==> src/rtl/multicycle_control_unit.sv <==
// Multi-cycle control FSM for the MIPS-subset core.
// Latches one instruction from fetch, steps FETCH/DECODE/EXEC/MEM/WB and
// issues datapath strobes per state. Mul/div stretch EXEC, loads and stores
// wait for mem_ack with a timeout, and undecodable words park in TRAP.
module multicycle_control_unit #(
    parameter int unsigned MULDIV_LAT  = 4,     // extra EXEC cycles for mul/div
    parameter int unsigned MEM_TIMEOUT = 8,     // MEM cycles allowed before trap
    parameter bit          EN_MULDIV   = 1'b1   // 0: mul/div decode as illegal
) (
    input  logic        clk,
    input  logic        rst,
    input  logic        instr_valid,
    input  logic [31:0] instr_in,
    output logic        instr_ready,
    input  logic        mem_ack,
    output logic [5:0]  opcode,
    output logic [4:0]  rs,
    output logic [4:0]  rt,
    output logic [4:0]  rd,
    output logic [4:0]  shamt,
    output logic [5:0]  funct,
    output logic [15:0] imm,
    output logic [25:0] address,
    output logic        RegWrite,
    output logic        MemWrite,
    output logic        MemRead,
    output logic        RegDst,
    output logic        ALUSrc,
    output logic        Branch,
    output logic [1:0]  ALUOp,
    output logic [1:0]  PCSrc,
    output logic        pc_write,
    output logic        muldiv_busy,
    output logic        illegal,
    output logic [2:0]  state
);

    typedef enum logic [2:0] {
        S_FETCH  = 3'd0,
        S_DECODE = 3'd1,
        S_EXEC   = 3'd2,
        S_MEM    = 3'd3,
        S_WB     = 3'd4,
        S_TRAP   = 3'd7
    } state_t;

    localparam logic [5:0] OP_RTYPE = 6'b000000;
    localparam logic [5:0] OP_ADDI  = 6'b001000;
    localparam logic [5:0] OP_LI    = 6'b100111;
    localparam logic [5:0] OP_LW    = 6'b100011;
    localparam logic [5:0] OP_SW    = 6'b101011;
    localparam logic [5:0] OP_BEQ   = 6'b000100;
    localparam logic [5:0] OP_J     = 6'b000010;

    localparam logic [5:0] F_ADD = 6'b100000;
    localparam logic [5:0] F_SUB = 6'b100010;
    localparam logic [5:0] F_MUL = 6'b011000;
    localparam logic [5:0] F_DIV = 6'b011010;
    localparam logic [5:0] F_SLL = 6'b000000;
    localparam logic [5:0] F_SRL = 6'b000010;
    localparam logic [5:0] F_OR  = 6'b100101;
    localparam logic [5:0] F_AND = 6'b100100;
    localparam logic [5:0] F_NOR = 6'b100111;
    localparam logic [5:0] F_XOR = 6'b100110;

    localparam logic [3:0] LAT      = 4'(MULDIV_LAT);
    localparam logic [7:0] TMO_LAST = 8'(MEM_TIMEOUT - 1);

    state_t      state_q, state_d;
    logic [31:0] ir_q, ir_d;
    logic [3:0]  busy_cnt_q, busy_cnt_d;
    logic [7:0]  wait_cnt_q, wait_cnt_d;
    logic        illegal_q, illegal_d;

    logic        is_rtype, is_muldiv, rtype_ok, legal;

    // Instruction fields come straight off the registered IR.
    assign opcode  = ir_q[31:26];
    assign rs      = ir_q[25:21];
    assign rt      = ir_q[20:16];
    assign rd      = ir_q[15:11];
    assign shamt   = ir_q[10:6];
    assign funct   = ir_q[5:0];
    assign imm     = ir_q[15:0];
    assign address = ir_q[25:0];
    assign state   = state_q;

    // Instruction class and legality from the registered IR.
    always_comb begin
        is_rtype  = (ir_q[31:26] == OP_RTYPE);
        is_muldiv = is_rtype && ((ir_q[5:0] == F_MUL) || (ir_q[5:0] == F_DIV));
        case (ir_q[5:0])
            F_ADD, F_SUB, F_SLL, F_SRL,
            F_OR, F_AND, F_NOR, F_XOR: rtype_ok = 1'b1;
            F_MUL, F_DIV:              rtype_ok = EN_MULDIV;
            default:                   rtype_ok = 1'b0;
        endcase
        case (ir_q[31:26])
            OP_RTYPE:                    legal = rtype_ok;
            OP_ADDI, OP_LI, OP_LW,
            OP_SW, OP_BEQ, OP_J:         legal = 1'b1;
            default:                     legal = 1'b0;
        endcase
    end

    // Next-state, counters and per-state control strobes.
    always_comb begin
        state_d     = state_q;
        ir_d        = ir_q;
        busy_cnt_d  = busy_cnt_q;
        wait_cnt_d  = wait_cnt_q;
        instr_ready = 1'b0;
        RegWrite    = 1'b0;
        MemWrite    = 1'b0;
        MemRead     = 1'b0;
        RegDst      = 1'b0;
        ALUSrc      = 1'b0;
        Branch      = 1'b0;
        ALUOp       = 2'b00;
        PCSrc       = 2'b00;
        pc_write    = 1'b0;
        muldiv_busy = 1'b0;
        illegal     = illegal_q;

        case (state_q)
            S_FETCH: begin
                instr_ready = 1'b1;
                if (instr_valid) begin
                    ir_d    = instr_in;
                    state_d = S_DECODE;
                end
            end
            S_DECODE: begin
                busy_cnt_d = '0;
                wait_cnt_d = '0;
                state_d    = legal ? S_EXEC : S_TRAP;
            end
            S_EXEC: begin
                case (ir_q[31:26])
                    OP_RTYPE: begin
                        RegDst = 1'b1;
                        ALUOp  = 2'b10;
                        // mul/div hold EXEC; busy drops in the last EXEC cycle
                        if (is_muldiv && (busy_cnt_q != LAT)) begin
                            muldiv_busy = 1'b1;
                            busy_cnt_d  = busy_cnt_q + 4'd1;
                        end else begin
                            state_d = S_WB;
                        end
                    end
                    OP_ADDI, OP_LI: begin
                        ALUSrc  = 1'b1;
                        state_d = S_WB;
                    end
                    OP_LW, OP_SW: begin
                        ALUSrc  = 1'b1;
                        state_d = S_MEM;
                    end
                    OP_BEQ: begin
                        // PC update is qualified by the ALU zero flag in the datapath
                        ALUOp    = 2'b01;
                        Branch   = 1'b1;
                        PCSrc    = 2'b01;
                        pc_write = 1'b1;
                        state_d  = S_FETCH;
                    end
                    OP_J: begin
                        PCSrc    = 2'b10;
                        pc_write = 1'b1;
                        state_d  = S_FETCH;
                    end
                    default: state_d = S_TRAP;
                endcase
            end
            S_MEM: begin
                MemRead  = (ir_q[31:26] == OP_LW);
                MemWrite = (ir_q[31:26] == OP_SW);
                if (mem_ack) begin
                    if (ir_q[31:26] == OP_LW) begin
                        state_d = S_WB;
                    end else begin
                        // a store retires on the ack cycle, so PC advances right away
                        pc_write = 1'b1;
                        state_d  = S_FETCH;
                    end
                end else if (wait_cnt_q == TMO_LAST) begin
                    state_d = S_TRAP;
                end else begin
                    wait_cnt_d = wait_cnt_q + 8'd1;
                end
            end
            S_WB: begin
                RegWrite = 1'b1;
                pc_write = 1'b1;
                RegDst   = is_rtype;
                state_d  = S_FETCH;
            end
            S_TRAP: begin
                state_d = S_TRAP;
            end
            default: state_d = S_TRAP;
        endcase

        illegal_d = illegal_q | (state_d == S_TRAP);

        // reset kills whatever is in flight: nothing is issued this cycle
        if (rst) begin
            instr_ready = 1'b0;
            RegWrite    = 1'b0;
            MemWrite    = 1'b0;
            MemRead     = 1'b0;
            RegDst      = 1'b0;
            ALUSrc      = 1'b0;
            Branch      = 1'b0;
            ALUOp       = 2'b00;
            PCSrc       = 2'b00;
            pc_write    = 1'b0;
            muldiv_busy = 1'b0;
            illegal     = 1'b0;
        end
    end

    // State, IR, counters and sticky trap flag.
    always_ff @(posedge clk) begin
        if (rst) begin
            state_q    <= S_FETCH;
            ir_q       <= '0;
            busy_cnt_q <= '0;
            wait_cnt_q <= '0;
            illegal_q  <= 1'b0;
        end else begin
            state_q    <= state_d;
            ir_q       <= ir_d;
            busy_cnt_q <= busy_cnt_d;
            wait_cnt_q <= wait_cnt_d;
            illegal_q  <= illegal_d;
        end
    end

endmodule

==> config.mk <==
export PLATFORM = sky130hd
export DESIGN_NAME = multicycle_control_unit
export DESIGN_NICKNAME = d
export VERILOG_FILES = /design/src/rtl/multicycle_control_unit.sv
export SDC_FILE = /design/constraint.sdc
export NUM_CORES = 1
export LEC_CHECK = 0
export ABC_AREA = 1
export CAP_MARGIN = 0
export CELL_PAD_IN_SITES_DETAIL_PLACEMENT = 0
export CELL_PAD_IN_SITES_GLOBAL_PLACEMENT = 1
export CORE_UTILIZATION = 30
export CTS_CLUSTER_DIAMETER = 120
export DETAILED_ROUTE_END_ITERATION = 12
export GPL_TIMING_DRIVEN = 0
export PLACE_DENSITY_LB_ADDON = 0.1
export SLEW_MARGIN = 30
export SYNTH_ARGS = -nofsm -noshare
export SYNTH_HDL_FRONTEND = slang
export SYNTH_SLANG_ARGS = --single-unit
==> constraint.sdc <==
create_clock -name clk -period 3.3 [get_ports clk]
set_clock_uncertainty 0.05 [all_clocks]
set_input_delay 0.99 -clock clk [delete_from_list [all_inputs] [get_ports clk]]
set_output_delay 0.99 -clock clk [all_outputs]
set_load 0.02 [all_outputs]
==> metrics.yaml, run 1 <==
worst_setup_path:
  worstPathRequired_ns: 2.26
  path_class: "input port to primary output"
  crit_fanout: 2
  crit_arrival_ns: 2.07
  cp-end-kind: "primary output"
  start_kind: "input port"
route:
  vias_per_cell: 4.42
  wl_per_cell_um: 12.1
  drc: 0
  ant_nets: 0
  drt_iter0_markers: 77
  wl_um: 7350
  num_vias: 2694
  first_pass_iters: 4
sta:
  maxSlewViolCount: 0
  finalSetupTns_ns: 0
  setup_viol: 0
  period_needed_ns: 3.11
  min_period_over_period: 0.942
  rsz0062_at_grt: "false"
  tightest_slew_ns: 0.460
  slew_headroom: 0.694
  max_freq_mhz: 322
  final-hold-violation-count: 0
place:
  dp_hpwl_um: 5820
  gp_congestion: 0.812
  portBuffers: 126
  placed_cells: 603
  place_area_um2: 4020
cells_and_area:
  finalInstanceArea_um2: 4120
  diodes: 0
  area_delta_synth_final_pct: 56.7
  fin_util: 0.494
  fin_cells: 609
  nets: 544
  layout-drive-gt1-share: 0.171
  fillers: 867
synth:
  synthCells: 372
  syn-num-nets: 411
  syn-cell-area_um2: 2630
  yosysWarnings: 0
  postSynthAreaPerCell_um2: 7.07
  ys_ff_latch: 48
  yosysSeqAreaShare: 0.365
  synthDistinctLibCells: 31
pwr:
  power.total_w: 0.00326
  powerDensity_nw_per_um2: 790
  leakage_nw: 1.74
  ir_worst_vdd_v: 0.000357
cts:
  cts_tree: "yes"
  clk_pin_slew_ns: 0.08
  cts-root-buf: "clkbuf_8"
  cts_hold_buf: 0
  clkLatencyLatePin_ns: 0.30
  cts_buffer_depth: 2
  cts_max_level: 2
  cts.sinks: 48
  cts_buffers: 5
global_routing:
  grt_max_degree: 18
  grt-ovfl-total: 0
  use_met3: 0.0359
  grtUsageTotal: 0.171
  grt_use_met1: 0.216
  grt_pass1_vias: 2560
  grt_pass1_wl_um: 12200
  grt-busiest-layer: "met2"
  antenna_found_initial: 0
  gr-usage-met2: 0.296
floorplanning:
  die_w_um: 95.7
  dieArea_um2: 9150
  start_util: 0.315
  core-area_um2: 8340
  ios: 127
  rows: 33
  fp.dieH_um: 95.7
run:
  cap_viol_max_count: 0
outcome:
  status: "finished, final reports clean"
worst_hold_path:
  min_path_type: "flop to flop"
[metal layers]
layer | wire length (um) | share of wire | vias to the layer above
li1 | - | - | 1415
met1 | 3350 | 0.46 | 1184
met2 | 3480 | 0.47 | 89
met3 | 452 | 0.062 | 6
met4 | 65 | 0.0088 | 0
met5 | 0 | 0 | -
[timing repair]
item                                   4_1_cts  5_1_grt
endpoints found under the hold margin        0        0
pin swaps                                    0        0
buffers inserted                             1        0
gates resized for setup                     21        5
setup endpoints to repair                   14        7
gates cloned                                 0        0
[Yosys cell counts]
master / instances / area share
ha_1: 3 / 0.014
dfxtp_1: 48 / 0.37
inv_1: 54 / 0.077
buf_4: 44 / 0.13
xor2_1: 1 / 0.0033
a21oi_1: 43 / 0.082
o211ai_1: 1 / 0.0029
nand4_1: 4 / 0.0095
xnor2_1: 1 / 0.0033
nor2_2: 7 / 0.017
inv_2: 8 / 0.011
or2_2: 1 / 0.0024
buf_2: 5 / 0.0095
a211oi_1: 2 / 0.0057
nand4_2: 1 / 0.0048
nor2_1: 30 / 0.043
nand2_2: 2 / 0.0048
o21ai_0: 36 / 0.068
nand3_1: 19 / 0.036
a22oi_1: 1 / 0.0029
nand3_2: 1 / 0.0038
nor3_2: 1 / 0.0038
clkbuf_1: 5 / 0.0071
o211ai_2: 1 / 0.0048
o31ai_1: 1 / 0.0029
a21oi_4: 1 / 0.0062
nor3_1: 6 / 0.011
buf_1: 1 / 0.0014
nor2_4: 2 / 0.0086
o21ai_1: 4 / 0.0076
nand2_1: 38 / 0.054
[final cells by class]
type                    count  area (um^2)  share of cell area
clock inverters             1         30.0             0.00728
flip-flops and latches     48          961               0.233
multi-input cells         207         1070               0.260
clock buffers               5         68.8              0.0167
plain buffers              54          378              0.0917
repair buffers            127         1240               0.302
well taps                 105          131              0.0319
inverters                  62          236              0.0574
[power breakdown]
group          switching (W)  internal [W]  leakage (nW)
sequential          0.000163      0.000733         0.395
combinational        0.00104      0.000915          1.30
clock               0.000189      0.000218        0.0501
[flip-flops by register name (all words and copies together), names as in the netlist]
name / flops
wait_cnt_q: 8
ir_q: 32
state: 3
illegal_q: 1
busy_cnt_q: 4
[worst max-delay path, stage by stage]
cell and delay, ns:
clkdlybuf4s50_1 0.50, o21ai_1 0.12, o21ai_1 0.14, a21oi_1 0.06
nor2_1 0.09, buf_2 0.16
[stage by stage]
stage	hold slack (ns)	setup slack, ns
after floorplan	0.371	0.374
after global placement	0.395	-0.663
after detailed placement	0.397	-0.680
after CTS	0.419	0.0321
after global routing	0.445	0.0188
final	0.408	0.190
[layout by cell type, fill, tap and decap left out, drive strengths merged]
cell,netlist,routed
or2,1,1
a21oi,44,44
clkdlybuf4s50,0,113
nor3,7,7
inv,62,61
a211oi,2,2
xor2,1,1
buf,50,51
ha,3,3
nand2,40,40
clkbuf,5,11
o211ai,2,2
nand3,20,20
o31ai,1,1
xnor2,1,1
dfxtp,48,48
a22oi,1,1
nor2,39,39
o21ai,40,40
bufinv,0,1
nand4,5,5
dlygate4sd2,0,11
clkinvlp,0,1
[cells by family after synthesis]
family / Yosys count / share of synthesized area
compound gates: 90 / 0.183
xor+xnor: 2 / 0.00666
fa+ha+maj: 3 / 0.0143
flops: 48 / 0.365
buf+inv: 117 / 0.232
simple gates: 112 / 0.199
[worst paths after layout]
| path | slack, ns | from | depth (start not counted) | to |
|---|---|---|---|---|
| min | 0.41 | illegal_q | 2 | illegal_q |
| min reg2reg | 0.41 | illegal_q | 2 | illegal_q |
| max reg2reg | 1.62 | state[2] | 5 | ir_q[30] |
| max | 0.19 | mem_ack | 6 | pc_write |
No activity file was read; power rests on OpenSTA's default activity.
==> run 2: changes to the inputs <==
Settings changed: CTS_CLUSTER_SIZE from default to 25.
==> results of run 2 <==
Same layout as run 1: the final DEF is identical, and so are final timing and power.
==> run 3: changes to the inputs <==
Settings changed: CORE_UTILIZATION 30 to 28, PLACE_DENSITY from default to 0.89, PLACE_DENSITY_LB_ADDON 0.1 to default.
Clock period 3.3 ns to 3.4 ns, I/O delays scaled along.
==> metrics.yaml, run 3 (same netlist as run 1, synthesis figures left out) <==
worst_setup_path:
  worstPathRequired_ns: 2.33  # +0.07 ns
  critPathTopFamily: "buffers and inverters"
  path_class: "input port to primary output"
  crit_top_cell: "o21ai_0"
  critPathSlowestCell: "clkdlybuf4s50_1"
  cpPeakStageDelay_ns: 0.50  # about the same
  start_kind: "input port"
  crit_arrival_ns: 2.20  # +0.13 ns
  crit_fanout: 2  # unchanged
  cp-end-kind: "primary output"
  critical_path_buf_inv_count: 2  # unchanged
  crit_chain: "clkdlybuf4s50_1 -> o21ai_0 -> o21ai_0 -> a21oi_1 -> nor2_1 -> clkbuf_2"
pwr:
  internal_power_w: 0.00189  # +1.5%
  leakage_nw: 1.76  # +1.1%
  netSwitchingFraction: 0.420  # -0.00714
  ir_worst_vdd_v: 0.000297  # -17%
  combinationalPowerShare: 0.579  # -0.021
  p_clk_frac: 0.154  # +0.029
  p_sw_w: 0.00137  # -1.5%
  powerDensity_nw_per_um2: 785  # -0.66%
  pwr-share-seq: 0.266  # -0.009
cells_and_area:
  fin_cells: 616  # +1.1%
  final_cell_mix: "112 x clkdlybuf4s50_1, 53 x inv_1, 48 x dfxtp_1"
  area_delta_synth_final_pct: 58.1
  nets: 543  # -0.18%
  fillers: 941  # +8.5%
  layout-drive-gt1-share: 0.174  # +0.00362
  largest_reg_flops: 32  # unchanged
  top_regs: "ir_q: 32 flops, wait_cnt_q: 8 flops, busy_cnt_q: 4 flops"
  layout_commonest_cell: "clkdlybuf4s50_1"
  diodes: 0  # unchanged
  fin_util: 0.454  # -0.0399
  top_register: "ir_q"
cts:
  cts_buffers: 5  # unchanged
  cts_buffer_depth: 2  # unchanged
  cts.sinks: 48  # unchanged
  cts_max_level: 2  # unchanged
  cts_hold_buf: 0  # unchanged
  cts-root-buf: "clkbuf_8"
  clkLatencyLatePin_ns: 0.30  # about the same
  clk_pin_slew_ns: 0.09  # about the same
  postCtsSetupBuffers: 0  # -1
  cts_tree: "yes"
global_routing:
  grt-ovfl-total: 0  # unchanged
  antenna_found_initial: 0  # unchanged
  grt_max_degree: 19  # +1
  grt_pass1_vias: 2550  # -0.39%
  grtUsageTotal: 0.150  # -0.0207
  grt_pass1_wl_um: 11900  # -2.7%
sta:
  rsz0062_at_grt: "false"
  max_freq_mhz: 306
  final-hold-violation-count: 0  # unchanged
  maxSlewViolCount: 0  # unchanged
  period_needed_ns: 3.27
  hold_ws_ns: 0.415  # +0.00734 ns
  tightest_slew_ns: 0.434  # -0.0260 ns
  setup_viol: 0  # unchanged
  slew_headroom: 0.711  # +0.0174
  min_period_over_period: 0.961
  finalSetupTns_ns: 0  # unchanged
route:
  drt_iter0_markers: 85  # +10%
  drc: 0  # unchanged
  ant_nets: 0  # unchanged
  num_vias: 2661  # -1.2%
  wl_um: 7320  # -0.37%
  wl_per_cell_um: 11.9  # -1.5%
  vias_per_cell: 4.32  # -2.3%
  first_pass_iters: 4  # unchanged
outcome:
  status: "finished, final reports clean"
place:
  placed_cells: 609  # +1.0%
  dp_hpwl_um: 5860  # +0.72%
  portBuffers: 126  # unchanged
  gp_congestion: 0.826  # +1.7%
floorplanning:
  die_w_um: 98.9  # +3.4%
  dieArea_um2: 9790  # +7.0%
  fp.dieH_um: 98.9  # +3.4%
  ios: 127  # unchanged
  rows: 35  # +6.1%
  core-area_um2: 9150  # +9.7%
  start_util: 0.287  # -0.0280
run:
  cap_viol_max_count: 0  # unchanged
worst_hold_path:
  min_path_type: "flop to flop"
==> run 3: changes by cell type in the layout (fill, tap and decap cells not counted), moves of 2 or more <==
cell,delta
nor2_2,+2
nor2_4,-2
o21ai_0,+2
o21ai_1,-2
==> run 3: per-stage QoR <==
| step | worst slack (ns) | area (um^2) | power, W |
|---|---|---|---|
| after floorplan | 0.414 | 2630 | 0.00201 |
| after global placement | -0.667 | 4030 | 0.00277 |
| after detailed placement | -0.653 | 4030 | 0.00280 |
| after CTS | 0.00895 | 4160 | 0.00330 |
| after global routing | 0.0335 | 4160 | 0.00350 |
| final | 0.134 | 4160 | 0.00327 |
==> run 3: path summary, 6_finish.rpt <==
check / from / end / cells past startpoint / slack, ns
max reg2reg: state[2] / illegal_q / 10 / 1.76
min reg2reg: illegal_q / illegal_q / 2 / 0.42
max: mem_ack / pc_write / 6 / 0.13
min: illegal_q / illegal_q / 2 / 0.42
==> run 3: final cells by class <==
type | instances | area, um^2 | area share
Clock buffer | 5 | 68.8 | 0.0165
Clock inverter | 3 | 68.8 | 0.0165
Inverter | 62 | 236 | 0.0569
Multi-Input combinational cell | 207 | 1060 | 0.256
Sequential cell | 48 | 961 | 0.231
Timing Repair Buffer | 126 | 1240 | 0.299
Tap cell | 111 | 139 | 0.0334
Buffer | 54 | 378 | 0.0909
==> run 3: power groups by stage <==
| stage | Combinational, W | Clock (W) | Sequential, W |
|---|---|---|---|
| after floorplan | 0.00100 | 0 | 0.00101 |
| final | 0.00189 | 0.000504 | 0.000870 |
| after global routing | 0.00206 | 0.000539 | 0.000900 |
| after global placement | 0.00190 | 0 | 0.000877 |
| after CTS | 0.00191 | 0.000517 | 0.000876 |
| after detailed placement | 0.00191 | 0 | 0.000887 |
==> run 3: worst min-delay path, delay by kind of cell (launching register included) <==
kind,cells,cell delay [ns]
DFF,1,0.32
and+or+nand+nor,2,0.12
==> run 3: repair_timing <==
| item | 4_1_cts | 5_1_grt |
|---|---|---|
| endpoints found under the setup margin | 14 | 1 |
| resized for setup | 22 | 1 |
| cloned | 0 | 0 |
==> run 3: per-layer routing <==
| layer | part of all wire | track usage | vias up |
|---|---|---|---|
| met1 | 0.44 | 0.180 | 1156 |
| met3 | 0.058 | 0.0270 | 7 |
| met5 | 0 | 0 | - |
| li1 | - | - | 1411 |
| met2 | 0.49 | 0.274 | 87 |
| met4 | 0.0089 | 0.0425 | 0 |
